### src/rtl/pacman_mouth_anim_ctrl.sv
// pacman_mouth_anim_ctrl
//   Steps the Pac-Man mouth through closed -> half-open -> open -> half-open -> closed
//   on vertical-blank pulses, then picks the matching sprite ROM index and palette
//   colour for each pixel, flags transparent pixels (index 0) and registers the result.
//
// Ports
//   clk          system clock
//   rst_n        asynchronous active-low reset
//   frame_start  1-cycle pulse at start of vertical blank
//   moving       1 = animate, 0 = freeze the mouth where it is
//   pix_valid    pixel lookup valid this cycle
//   idx_closed   sprite index from the closed-frame ROM
//   idx_half     sprite index from the half-open ROM
//   idx_open     sprite index from the open ROM
//   rgb_closed   closed palette colour {R,G,B}
//   rgb_half     half-open palette colour
//   rgb_open     open palette colour
//   frame_sel    active frame: 0 closed, 1 half, 2 open
//   out_valid    registered pixel valid
//   out_opaque   registered: valid and selected index != 0
//   out_rgb      registered colour, 12'h000 when not opaque

module pacman_mouth_anim_ctrl #(
  parameter int TICKS_PER_STEP = 4,
  parameter int IDX_W          = 5
) (
  input  logic             clk,
  input  logic             rst_n,
  input  logic             frame_start,
  input  logic             moving,
  input  logic             pix_valid,
  input  logic [IDX_W-1:0] idx_closed,
  input  logic [IDX_W-1:0] idx_half,
  input  logic [IDX_W-1:0] idx_open,
  input  logic [11:0]      rgb_closed,
  input  logic [11:0]      rgb_half,
  input  logic [11:0]      rgb_open,
  output logic [1:0]       frame_sel,
  output logic             out_valid,
  output logic             out_opaque,
  output logic [11:0]      out_rgb
);

  typedef enum logic [1:0] {
    CLOSED  = 2'd0,
    OPENING = 2'd1,
    OPEN    = 2'd2,
    CLOSING = 2'd3
  } state_t;

  localparam logic [7:0] LAST_TICK = 8'(TICKS_PER_STEP - 1);

  state_t     state, next_state;
  logic [7:0] tick_cnt, next_tick_cnt;
  logic [1:0] next_frame_sel;

  logic [IDX_W-1:0] sel_idx;
  logic [11:0]      sel_rgb;
  logic             opaque_next;
  logic [11:0]      rgb_next;

  // Animation state, tick counter and displayed frame. frame_sel is only ever
  // loaded alongside the state so the visible frame cannot change mid-frame.
  always_ff @(posedge clk or negedge rst_n) begin
    if (!rst_n) begin
      state     <= CLOSED;
      tick_cnt  <= '0;
      frame_sel <= 2'd0;
    end else begin
      state    <= next_state;
      tick_cnt <= next_tick_cnt;
      if (frame_start) begin
        frame_sel <= next_frame_sel;
      end
    end
  end

  // Step rule: nothing moves outside frame_start; a frozen mouth keeps its
  // partial count so the cadence resumes where it left off.
  always_comb begin
    next_state    = state;
    next_tick_cnt = tick_cnt;
    if (frame_start && moving) begin
      if (tick_cnt == LAST_TICK) begin
        next_tick_cnt = '0;
        unique case (state)
          CLOSED:  next_state = OPENING;
          OPENING: next_state = OPEN;
          OPEN:    next_state = CLOSING;
          CLOSING: next_state = CLOSED;
          default: next_state = CLOSED;
        endcase
      end else begin
        next_tick_cnt = tick_cnt + 8'd1;
      end
    end
  end

  // Both transitional states show the half-open sprite.
  always_comb begin
    next_frame_sel = 2'd0;
    unique case (next_state)
      CLOSED:  next_frame_sel = 2'd0;
      OPENING: next_frame_sel = 2'd1;
      OPEN:    next_frame_sel = 2'd2;
      CLOSING: next_frame_sel = 2'd1;
      default: next_frame_sel = 2'd0;
    endcase
  end

  // Source selection uses the registered frame_sel, so a pixel arriving in the
  // frame_start cycle is still drawn with the outgoing frame.
  always_comb begin
    sel_idx = idx_closed;
    sel_rgb = rgb_closed;
    case (frame_sel)
      2'd1: begin
        sel_idx = idx_half;
        sel_rgb = rgb_half;
      end
      2'd2: begin
        sel_idx = idx_open;
        sel_rgb = rgb_open;
      end
      default: begin
        sel_idx = idx_closed;
        sel_rgb = rgb_closed;
      end
    endcase
    opaque_next = pix_valid && (sel_idx != '0);
    rgb_next    = opaque_next ? sel_rgb : 12'h000;
  end

  // One-cycle pixel pipeline register.
  always_ff @(posedge clk or negedge rst_n) begin
    if (!rst_n) begin
      out_valid  <= 1'b0;
      out_opaque <= 1'b0;
      out_rgb    <= 12'h000;
    end else begin
      out_valid  <= pix_valid;
      out_opaque <= opaque_next;
      out_rgb    <= rgb_next;
    end
  end

endmodule

### config.mk
export PLATFORM = sky130hd
export DESIGN_NAME = pacman_mouth_anim_ctrl
export DESIGN_NICKNAME = d
export VERILOG_FILES = /design/src/rtl/pacman_mouth_anim_ctrl.sv
export SDC_FILE = /design/constraint.sdc
export NUM_CORES = 1
export LEC_CHECK = 0
export CAP_MARGIN = 20
export CORE_MARGIN = 2
export CORE_UTILIZATION = 41
export CTS_CLUSTER_DIAMETER = 150
export DETAILED_ROUTE_END_ITERATION = 8
export PLACE_DENSITY = 0.95
export SETUP_SLACK_MARGIN = 0.2
export SYNTH_ARGS = -nofsm -noshare
export SYNTH_HDL_FRONTEND = slang
export SYNTH_SLANG_ARGS = --single-unit
### constraint.sdc
create_clock -name clk -period 4.68 [get_ports clk]
set_clock_uncertainty 0.05 [all_clocks]
set_input_delay 0.936 -clock clk [delete_from_list [all_inputs] [get_ports clk]]
set_output_delay 0.936 -clock clk [all_outputs]
set_load 0.05 [all_outputs]
-- Word level (Yosys, flattened, before mapping)
Cells that the tools add are included.
Widths: inputs -> output; s select.
- add/subtract/negate cells: 1
- equal/unequal tests: 9
- muxes and demuxes: 8
- reduce and logical (&&, ||, !) cells: 6
- operators by type and width (cell ; number):
    $pmux 12 s2 ; 1
    $mux 12 ; 1
    $eq 2x2->1 const B ; 5
    $pmux 5 s2 ; 1
    $add 8x1->8 const B ; 1
    $eq 8x2->1 const B ; 1
    $mux 8 ; 1
    $pmux 2 s4 ; 1
    $eq 2x1->1 const B ; 3
    $pmux 2 s3 ; 1
    $reduce_bool 5->1 ; 1
    $logic_not 2->1 ; 2
    $mux 2 ; 2
    $logic_and 1x1->1 ; 2
    $reduce_or 2->1 ; 1
- flip-flop bits (word level): 26
- output and inout port bits: 16
- word-level logic and storage cells: 30

-- Depth between registers and ports, before layout
Gate-level depths: netlist of run 1.
- depth after elaboration: 7
- mapped depth: 8

-- Worst setup path before layout of run 1
OpenSTA, ideal clock, no wires.
- path type: reg2reg
- from: register frame_sel[0]
- to: register out_rgb[10]
- setup time: 0.118 ns
- arrival time: 2.367 ns
- required time: 4.512 ns
- setup slack: 2.145 ns
- cell stages (with the launch flop): 9
- period minus slack after synthesis: 2.535 ns
- path through: dfrtp_1 inv_1 ha_1 buf_2 or4_1 o32a_1 o211ai_2 buf_6 nor2_1
- longest elaborated chain between the ends: 5
- elaborated cells between the ends (all ways): 7
- classes of those cells: eq/ne: 2; mux: 3; reduce/logical: 2
- RTL lines (element ; RTL line ; text):
    start, declared ; 38 ; output logic [1:0] frame_sel,
    start signal, assigned ; 73 ; frame_sel <= next_frame_sel;
    $eq 2x2->1 / $eq 2x1->1 (equally long branches) ; 116 ; case (frame_sel)
    $pmux 5 s2 ; 116 ;
    $reduce_bool 5->1 ; 130 ; opaque_next = pix_valid && (sel_idx != '0);
    $logic_and 1x1->1 ; 130 ;
    $mux 12 (*) ; 131 ; rgb_next = opaque_next ? sel_rgb : 12'h000;
    named net rgb_next[10] ; 60 ; logic [11:0] rgb_next;
    end signal, assigned ; 143 ; out_rgb <= rgb_next;
    end, declared ; 41 ; output logic [11:0] out_rgb
Mark *: on every way through the listed nets, which the timed path passes. The rest lies on a longest branch.
A chain may end at the register's enable or synchronous reset.

-- Worst setup path after layout of run 1
- from: register frame_sel[0]
- to: register out_rgb[4]
Same word-level chain as after synthesis.

==> metrics.txt, run 1 <==
Worst setup EP type=flip-flop; DRC violations left=0; startpoint types=flip-flop; f_max=356 MHz; Worst path slowest cell=or4_1; I/O pin cnt=72; Worst-path clk slew=0.14 ns; routability cong.=0.789; #FFs+latches synth=26; arrival time worst endpoint=2.95 ns; worst skew pair latency=0.31 ns; Root Buffer=clkbuf_4; final core utilization=0.691; reg2reg end=out_rgb[4]$_DFF_PN0_; final wirelength=3.77 mm; outcome=finished, final reports clean; Die Span Y=60.1 um; buffers added on ports=71; vias per cell=5.18; PD cells=542 mW/mm^2; Finished Layout Cells=248; Pleak=0.000906 uW; vias in the first global route=1198; placed insts=244; initial drt markers=43; CTS Sinks=26; R2R Setup Slk=1.87 ns; Final Cycle Share=0.601; CTS tree=yes; synthesized area per cell=9.63 um^2; Initial Util=0.426; CP startpoint=frame_sel[0]$_DFFE_PN0P_; measured slew at the worst slew-check pin=0.777 ns; Routed Antenna Nets=0; post-DP HPWL=2.93 mm; CTS Buffer Depth=2; worst r2r path cells=6; most frequent cells in the layout=71 x clkdlybuf4s50_1, 26 x nor2_1, 26 x dfrtp_1; post-synth cell types=30; Syn Inst Count=134; leading cell type in the layout, fill and taps excluded=clkdlybuf4s50_1; H-tree depth=1; Net count, final=266; Worst Setup Path Type=flip-flop to flip-flop; die width=60.1 um; max-slew violations=0; pin count of the biggest net entering global routing=28; worst-path maximum fanout=27; slew margin rel.=0.482; yosys warns=0; grt ovf=0; die area=0.00361 mm^2; post-layout min period=2.81 ns; register area share after synthesis=0.504; Max-Cap Viols=0; core footprint=0.00303 mm^2; Via Count=1284; crit path capture=out_rgb[4]$_DFF_PN0_; RSZ-0062 raised after global routing=no; HP Class=flip-flop to flip-flop; Pwr Total=1130 uW; setup TNS=0 ns; WL per Instance=15.2 um; crit-path cells=inv_1 > ha_1 > or4_1 > o32a_1 > o211ai_2 > nor2_1; n_diodes=0; Total GRT Usage=0.204; Initial DRT Pass Iterations=4; share of post-route cells with drive strength above 1=0.0392; Resized cells post-CTS=0; initial antenna violation count=0; Setup violations, final=0; number of CTS-inserted buffers=3; VDD IR max=0.300 mV; final hold vios=0; Critical Path RT=4.82 ns; Mapped Area=0.00129 mm^2; Post-CTS Setup Inserts=0; area grow syn2layout=62.2%; Reg-to-Reg Start=frame_sel[0]$_DFFE_PN0P_; CTS hold repair buffers=0; num rows=20; CP max stage delay=0.62 ns; first-pass GRT wire length=5.49 mm; Mapped Nets=195
cells in the mapped netlist:
cell | number | share of area
xnor2_1 | 5 | 0.034
nand3b_1 | 1 | 0.0058
nand2_1 | 8 | 0.023
o21ai_0 | 1 | 0.0039
mux2_2 | 1 | 0.0087
o211ai_2 | 1 | 0.0097
buf_6 | 1 | 0.0087
inv_1 | 5 | 0.015
dfrtp_1 | 26 | 0.50
clkbuf_1 | 2 | 0.0058
or4_1 | 2 | 0.012
nor4_1 | 1 | 0.0049
a21oi_1 | 13 | 0.050
buf_1 | 2 | 0.0058
nand4_1 | 4 | 0.019
a22oi_1 | 12 | 0.070
and2_0 | 1 | 0.0049
a21o_1 | 2 | 0.012
a41o_1 | 1 | 0.0078
and3_1 | 3 | 0.015
o32a_1 | 1 | 0.0078
o21a_1 | 1 | 0.0058
buf_2 | 1 | 0.0039
nor2b_1 | 1 | 0.0049
a211oi_1 | 1 | 0.0058
ha_1 | 5 | 0.048
a31o_2 | 1 | 0.0068
o22ai_1 | 2 | 0.0097
nor3_1 | 3 | 0.012
nor2_1 | 26 | 0.076
critical path: cells and delay by family (launching register included):
family / cells / cell delay, ns
adder cells (fa/ha/maj): 1 / 0.61
buffers and inverters: 1 / 0.08
AND/OR/NAND/NOR: 2 / 0.74
AO/OA/AOI/OAI: 2 / 0.78
flip-flops: 1 / 0.42
flip-flops by register name (all words and copies together) (netlist names):
signal	count
state	2
frame_sel	2
out_valid	1
tick_cnt	8
out_opaque	1
out_rgb	12
worst min path at each step:
| stage | start | endpoint | slack [ns] | cells after the start |
|---|---|---|---|---|
| after floorplan | tick_cnt[7]$_DFFE_PN0N_ | tick_cnt[7]$_DFFE_PN0N_ | 0.40 | 1 |
| after global placement | tick_cnt[7]$_DFFE_PN0N_ | tick_cnt[7]$_DFFE_PN0N_ | 0.41 | 1 |
| after detailed placement | tick_cnt[4]$_DFFE_PN0N_ | tick_cnt[4]$_DFFE_PN0N_ | 0.44 | 1 |
| after CTS | tick_cnt[4]$_DFFE_PN0N_ | tick_cnt[4]$_DFFE_PN0N_ | 0.45 | 1 |
| after global routing | tick_cnt[4]$_DFFE_PN0N_ | tick_cnt[4]$_DFFE_PN0N_ | 0.48 | 1 |
| final | tick_cnt[4]$_DFFE_PN0N_ | tick_cnt[4]$_DFFE_PN0N_ | 0.45 | 1 |
power by group:
group / switching, uW / internal (uW)
clock network: 65.6 / 86.5
logic: 419 / 239
registers: 34.0 / 290
total: 518 / 615
cell type report:
class,instances,area [um^2]
Inverter,5,18.8
Clock buffer,3,22.5
Clock inverter,1,30.0
Fill cell,230,936
Tap cell,44,55.1
Sequential cell,26,651
Timing Repair Buffer,72,726
Multi-Input combinational cell,97,589
metrics by stage:
step           worst slack (ns)  hold WS [ns]  area (um^2)
5_1_grt                    1.68         0.476         2090
3_3_place_gp               1.79         0.412         2020
4_1_cts                    1.83         0.454         2090
2_1_floorplan              2.15         0.396         1290
6_report                   1.87         0.453         2090
3_5_place_dp               1.72         0.436         2040
cells by family after synthesis:
group,Yosys count,share of synthesized area
AO/OA/AOI/OAI,36,0.189
adder cells (fa/ha/maj),5,0.0485
AND/OR/NAND/NOR,50,0.177
XOR/XNOR,5,0.0339
flip-flops,26,0.504
buffers and inverters,11,0.0388
multiplexers,1,0.00873
routing by layer:
layer / up-vias / GRT usage / share of wire / routed length [um]
met3: 4 / 0.0303 / 0.046 / 174
met5: - / 0 / 0 / 0
met2: 51 / 0.368 / 0.56 / 2120
li1: 615 / - / - / -
met1: 614 / 0.254 / 0.38 / 1440
met4: 0 / 0.0476 / 0.0082 / 31
Power figures use the tool's default switching activity.
==> run 2: changes to the inputs <==
Settings changed: CORE_UTILIZATION 41 to 38, PLACE_DENSITY 0.95 to 0.9.
Clock period 4.68 ns to 2.9 ns, I/O delays scaled along.
==> run 2 against run 1 <==
Sequential share of layout area increased by 0.21 points. Power increased by 56%. Maximum frequency increased by 19%. Non-clock buffer count increased by 1. Cell area decreased by 0.66%. Largest cell class unchanged.
==> metrics.txt, run 2 (same netlist as run 1, synthesis figures left out) <==
outcome=finished, final reports clean; Critical Path RT=3.05 ns (-1.77 ns); slew margin rel.=0.611 (+0.129); grt ovf=0 (unchanged); startpoint types=flip-flop; H-tree depth=1 (unchanged); Resized cells post-CTS=0 (unchanged); routed wl met2=1.92 mm (-9.3%); Placement Cell Area=0.00204 mm^2 (+0.12%); PD cells=850 mW/mm^2 (+57%); n_diodes=0 (unchanged); R2R Setup Slk=0.53 ns (-1.34 ns); CTS Buffer Depth=2 (unchanged); Pleak=0.000902 uW (-0.53%); final non-filler cell area=0.00208 mm^2 (-0.66%); CTS hold repair buffers=0 (unchanged); Max-Cap Viols=0 (unchanged); initial antenna violation count=0 (unchanged); pre-CTS setup slack=0.280 ns (-1.44 ns); DR WL met3=175 um (+0.57%); worst skew pair latency=0.32 ns (about the same); num rows=21 (+5.0%); WL per Instance=14.1 um (-7.2%); Most flops, register=out_rgb; Worst Setup Path Type=flip-flop to flip-flop; Worst path slowest cell=or4_1; Initial Util=0.390 (-0.0364); HP Class=flip-flop to flip-flop; worst r2r path cells=6 (unchanged); area grow syn2layout=61.1%; multi-input logic area=589 um^2 (unchanged); f_max=422 MHz (+19%); most frequent cells in the layout=71 x clkdlybuf4s50_1, 26 x nor2_1, 26 x dfrtp_1; CTS Sinks=26 (unchanged); I/O pin cnt=72 (unchanged); share of post-route cells with drive strength above 1=0.0439 (+0.00469); top layer reached by signal wires=met4; Min Hold Slack=0.454 ns (+0.00112 ns); Largest delay share family, worst path=compound AO/OA/AOI/OAI gates; die area=0.00388 mm^2 (+7.4%); CP max stage delay=0.50 ns (-0.12 ns); hold path endpoint=tick_cnt[7]$_DFFE_PN0N_; Buf/Inv on CP=1 (unchanged); FF/Latch Area=651 um^2 (unchanged); post-DP HPWL=2.80 mm (-4.4%); Total GRT Usage=0.188 (-0.0157); initial drt markers=46 (+7.0%); leading cell type in the layout, fill and taps excluded=clkdlybuf4s50_1; Routed Antenna Nets=0 (unchanged); routability cong.=0.860 (+9.0%); Final Cycle Share=0.818 (+0.217); Root Buffer=clkbuf_4; measured slew at the worst slew-check pin=0.582 ns (-0.195 ns); Setup violations, final=0 (unchanged); Die Span Y=62.3 um (+3.6%); worst-path maximum fanout=13 (-52%); DRC violations left=0 (unchanged); Net count, final=267 (+0.38%); Hold Path Depth=1 (unchanged); vias per cell=5.15 (-0.50%); Reg-to-Reg Start=frame_sel[0]$_DFFE_PN0P_; Worst setup EP type=flip-flop; filler instances=289 (+26%); RSZ-0062 raised after global routing=no; max-slew violations=0 (unchanged); Worst-path clk slew=0.13 ns (about the same); buffers added on ports=71 (unchanged); worst setup margin=0.528 ns (-1.34 ns); Initial DRT Pass Iterations=4 (unchanged); Via Count=1293 (+0.70%); final wirelength=3.54 mm (-6.1%); die width=62.3 um (+3.6%); VDD IR max=0.551 mV (+84%); pin count of the biggest net entering global routing=27 (-3.6%); reg2reg end=out_rgb[8]$_DFF_PN0_; post-layout min period=2.37 ns (-0.441 ns); CTS tree=yes; Worst Hold Launch=tick_cnt[7]$_DFFE_PN0N_; Largest register FFs=12 (unchanged); Post-CTS Setup Inserts=0 (unchanged); crit-path cells=inv_1 > ha_1 > or4_1 > o32a_1 > o211ai_2 > nor2_1; final hold vios=0 (unchanged); number of CTS-inserted buffers=3 (unchanged); arrival time worst endpoint=2.52 ns (-0.43 ns); core footprint=0.00331 mm^2 (+9.3%); final core utilization=0.628 (-0.0632); first-pass GRT wire length=5.79 mm (+5.4%); vias in the first global route=1264 (+5.5%); biggest regs=out_rgb (12), tick_cnt (8); WL met1=1.34 mm (-6.7%); setup TNS=0 ns (unchanged)
==> run 2: changes by cell type in the layout (fill, tap and decap cells not counted), sizes merged <==
cell | before | now
buf | 1 | 2
bufinv | 1 | 0
clkbuf | 3 | 4
==> run 2: area by class of cell <==
| cell class | instances | share of cell area |
|---|---|---|
| clock buffer | 4 | 0.0175 |
| timing repair buffer | 73 | 0.349 |
| tap | 46 | 0.0277 |
| inverter | 5 | 0.00903 |
| sequential | 26 | 0.313 |
| multi-input combinational | 97 | 0.284 |
==> run 2: metal layers <==
layer	up-vias	track usage
li1	622	-
met1	606	0.223
met2	56	0.346
met3	9	0.0109
met4	0	0.0917
met5	-	0
==> run 2: metrics by stage <==
stage	instances	total power, uW
6_report	251	1770
5_1_grt	251	1880
4_1_cts	251	1780
3_5_place_dp	247	1590
3_3_place_gp	247	1570
2_1_floorplan	134	1240
==> run 2: worst max path at each step <==
stage                                       end  cells after the start                     start  slack (ns)
final                      out_rgb[8]$_DFF_PN0_                      6  frame_sel[0]$_DFFE_PN0P_        0.53
after global routing       out_rgb[8]$_DFF_PN0_                      6  frame_sel[0]$_DFFE_PN0P_        0.39
after CTS                  out_rgb[8]$_DFF_PN0_                      6  frame_sel[0]$_DFFE_PN0P_        0.51
after detailed placement   out_rgb[8]$_DFF_PN0_                      5               idx_half[0]        0.28
after global placement     out_rgb[0]$_DFF_PN0_                      5               idx_half[0]        0.37
after floorplan           out_rgb[10]$_DFF_PN0_                      8  frame_sel[0]$_DFFE_PN0P_        0.37
==> run 2: worst register-to-register path: cells and delay by family, from the launching register on <==
kind	cells	cell delay [ns]
AO/OA/AOI/OAI	2	0.78
AND/OR/NAND/NOR	2	0.64
flip-flops	1	0.40
adder cells (fa/ha/maj)	1	0.30
buffers and inverters	1	0.07
==> run 2: power breakdown <==
group | switching, uW | internal (uW)
combinational | 672 | 392
clock | 106 | 76.9
sequential | 51.3 | 468
total | 829 | 937
==> run 3: changes to the inputs <==
Clock period 2.9 ns to 2.4 ns, I/O delays scaled along.
==> run 3 against run 2 <==
Via count down 1.5%. Clock power grew 65%. Setup slack worse by 0.22 ns. Critical path depth is 5 lower. Power increased by 29%. Final cell count grew 0.40%. Utilization increased by 1.5 points. Global-route usage grew 0.88 points. Die area stayed put. Sequential power up 22%. Sequential share of layout area down 0.64 points. Combinational power up 26%. Critical endpoint is now frame_sel[1]. Largest power group unchanged.
==> metrics.txt, run 3 (same netlist as run 1, synthesis figures left out) <==
setup TNS=0 ns (unchanged); Finished Layout Cells=252 (+0.40%); measured slew at the worst slew-check pin=0.527 ns (-0.0550 ns); Via Count=1274 (-1.5%); max-slew violations=0 (unchanged); Root Buffer=clkbuf_4; post-DP HPWL=2.72 mm (-2.7%); number of CTS-inserted buffers=3 (unchanged); first-pass GRT wire length=6.07 mm (+4.8%); grt ovf=0 (unchanged); PD cells=1070 mW/mm^2 (+25%); worst skew pair latency=0.33 ns (about the same); Routed Antenna Nets=0 (unchanged); final hold vios=0 (unchanged); WL per Instance=13.7 um (-3.1%); DRC violations left=0 (unchanged); FF/Latch Area=653 um^2 (+0.38%); Buf/Inv on CP=1 (unchanged); worst-path maximum fanout=3 (-10); H-tree depth=1 (unchanged); area grow syn2layout=65.1%; Total GRT Usage=0.197 (+0.00879); startpoint types=flip-flop; CTS Sinks=26 (unchanged); initial antenna violation count=0 (unchanged); arrival time worst endpoint=1.56 ns (-0.96 ns); Initial Util=0.390 (unchanged); CTS Buffer Depth=2 (unchanged); Largest register FFs=12 (unchanged); CTS hold repair buffers=0 (unchanged); Worst-path clk slew=0.14 ns (about the same); core footprint=0.00331 mm^2 (unchanged); placed insts=248 (+0.40%); Pleak=0.000913 uW (+1.3%); Pwr Total=2270 uW (+29%); CP max stage delay=0.81 ns (+0.31 ns); Min Hold Slack=0.437 ns (-0.0173 ns); share of post-route cells with drive strength above 1=0.0680 (+0.0241); Most flops, register=out_rgb; VDD IR max=0.557 mV (+1.1%); Worst path slowest cell=clkdlybuf4s50_1; leading cell type in the layout, fill and taps excluded=clkdlybuf4s50_1; Setup violations, final=0 (unchanged); Max-Cap Viols=0 (unchanged); n_diodes=0 (unchanged); initial drt markers=34 (-26%); num rows=21 (unchanged); Resized cells post-CTS=0 (unchanged); Post-CTS Setup Inserts=0 (unchanged); Worst setup EP type=output port; Initial DRT Pass Iterations=4 (unchanged); die area=0.00388 mm^2 (unchanged); f_max=478 MHz; final wirelength=3.44 mm (-2.7%); RSZ-0062 raised after global routing=no; Critical Path RT=1.87 ns (-1.18 ns); pin count of the biggest net entering global routing=27 (unchanged); outcome=finished, final reports clean; biggest regs=out_rgb (12), tick_cnt (8); multi-input logic area=602 um^2 (+2.1%); buffers added on ports=71 (unchanged); Worst Setup Path Type=flip-flop to output port; crit-path cells=clkdlybuf4s50_1; Net count, final=268 (+0.37%); HP Class=input pin to asynchronous set/reset pin; most frequent cells in the layout=71 x clkdlybuf4s50_1, 26 x nor2_1, 24 x dfrtp_1; post-layout min period=2.09 ns; I/O pin cnt=72 (unchanged); slew margin rel.=0.648 (+0.0378); Die Span Y=62.3 um (unchanged); Final Cycle Share=0.873; CTS tree=yes; die width=62.3 um (unchanged); filler instances=293 (+1.4%); vias per cell=5.06 (-1.9%); vias in the first global route=1352 (+7.0%); Largest delay share family, worst path=buffers and inverters; routability cong.=0.835 (-2.8%)
## run 3: worst paths after layout
path                                           from                       end  slack, ns  depth (start not counted)
max                        frame_sel[1]$_DFFE_PN0P_              frame_sel[1]       0.31                          1
min                                           rst_n      out_rgb[6]$_DFF_PN0_       0.44                          2
max reg2reg                frame_sel[0]$_DFFE_PN0P_      out_rgb[1]$_DFF_PN0_       0.35                          7
min reg2reg                 tick_cnt[7]$_DFFE_PN0N_   tick_cnt[7]$_DFFE_PN0N_       0.44                          1
max in group asynchronous                     rst_n  frame_sel[0]$_DFFE_PN0P_       1.59                          2
min in group clk            tick_cnt[7]$_DFFE_PN0N_   tick_cnt[7]$_DFFE_PN0N_       0.44                          1
## run 3: power by group
| group | switching, uW | total, uW | internal (uW) |
|---|---|---|---|
| Clock | 132 | 302 | 169 |
| Sequential | 64.1 | 632 | 568 |
| Combinational | 816 | 1340 | 519 |
| Total | 1010 | 2270 | 1260 |
## run 3: layout make-up
cell class | count | share of cell area
multi-input cells | 97 | 0.283
repair buffers | 74 | 0.350
flip-flops and latches | 26 | 0.307
inverters | 5 | 0.00881
clock buffers | 3 | 0.0106
well taps | 46 | 0.0270
clock inverters | 1 | 0.0141
## run 3: per-layer routing
layer  part of all wire  GRT usage  up-vias
met4              0.021     0.0889        0
li1                   -          -      621
met2               0.54      0.353       41
met1               0.40      0.236      606
met3              0.041     0.0254        6
met5                  0          0        -
## run 3: stage by stage
stage	area, um^2	worst slack [ns]	utilization
floorplan	1310	0.155	-
global placement	2080	0.0937	0.627
detailed placement	2080	0.0330	0.627
CTS	2130	0.287	0.643
global route	2130	0.245	0.643
finish	2130	0.306	0.643
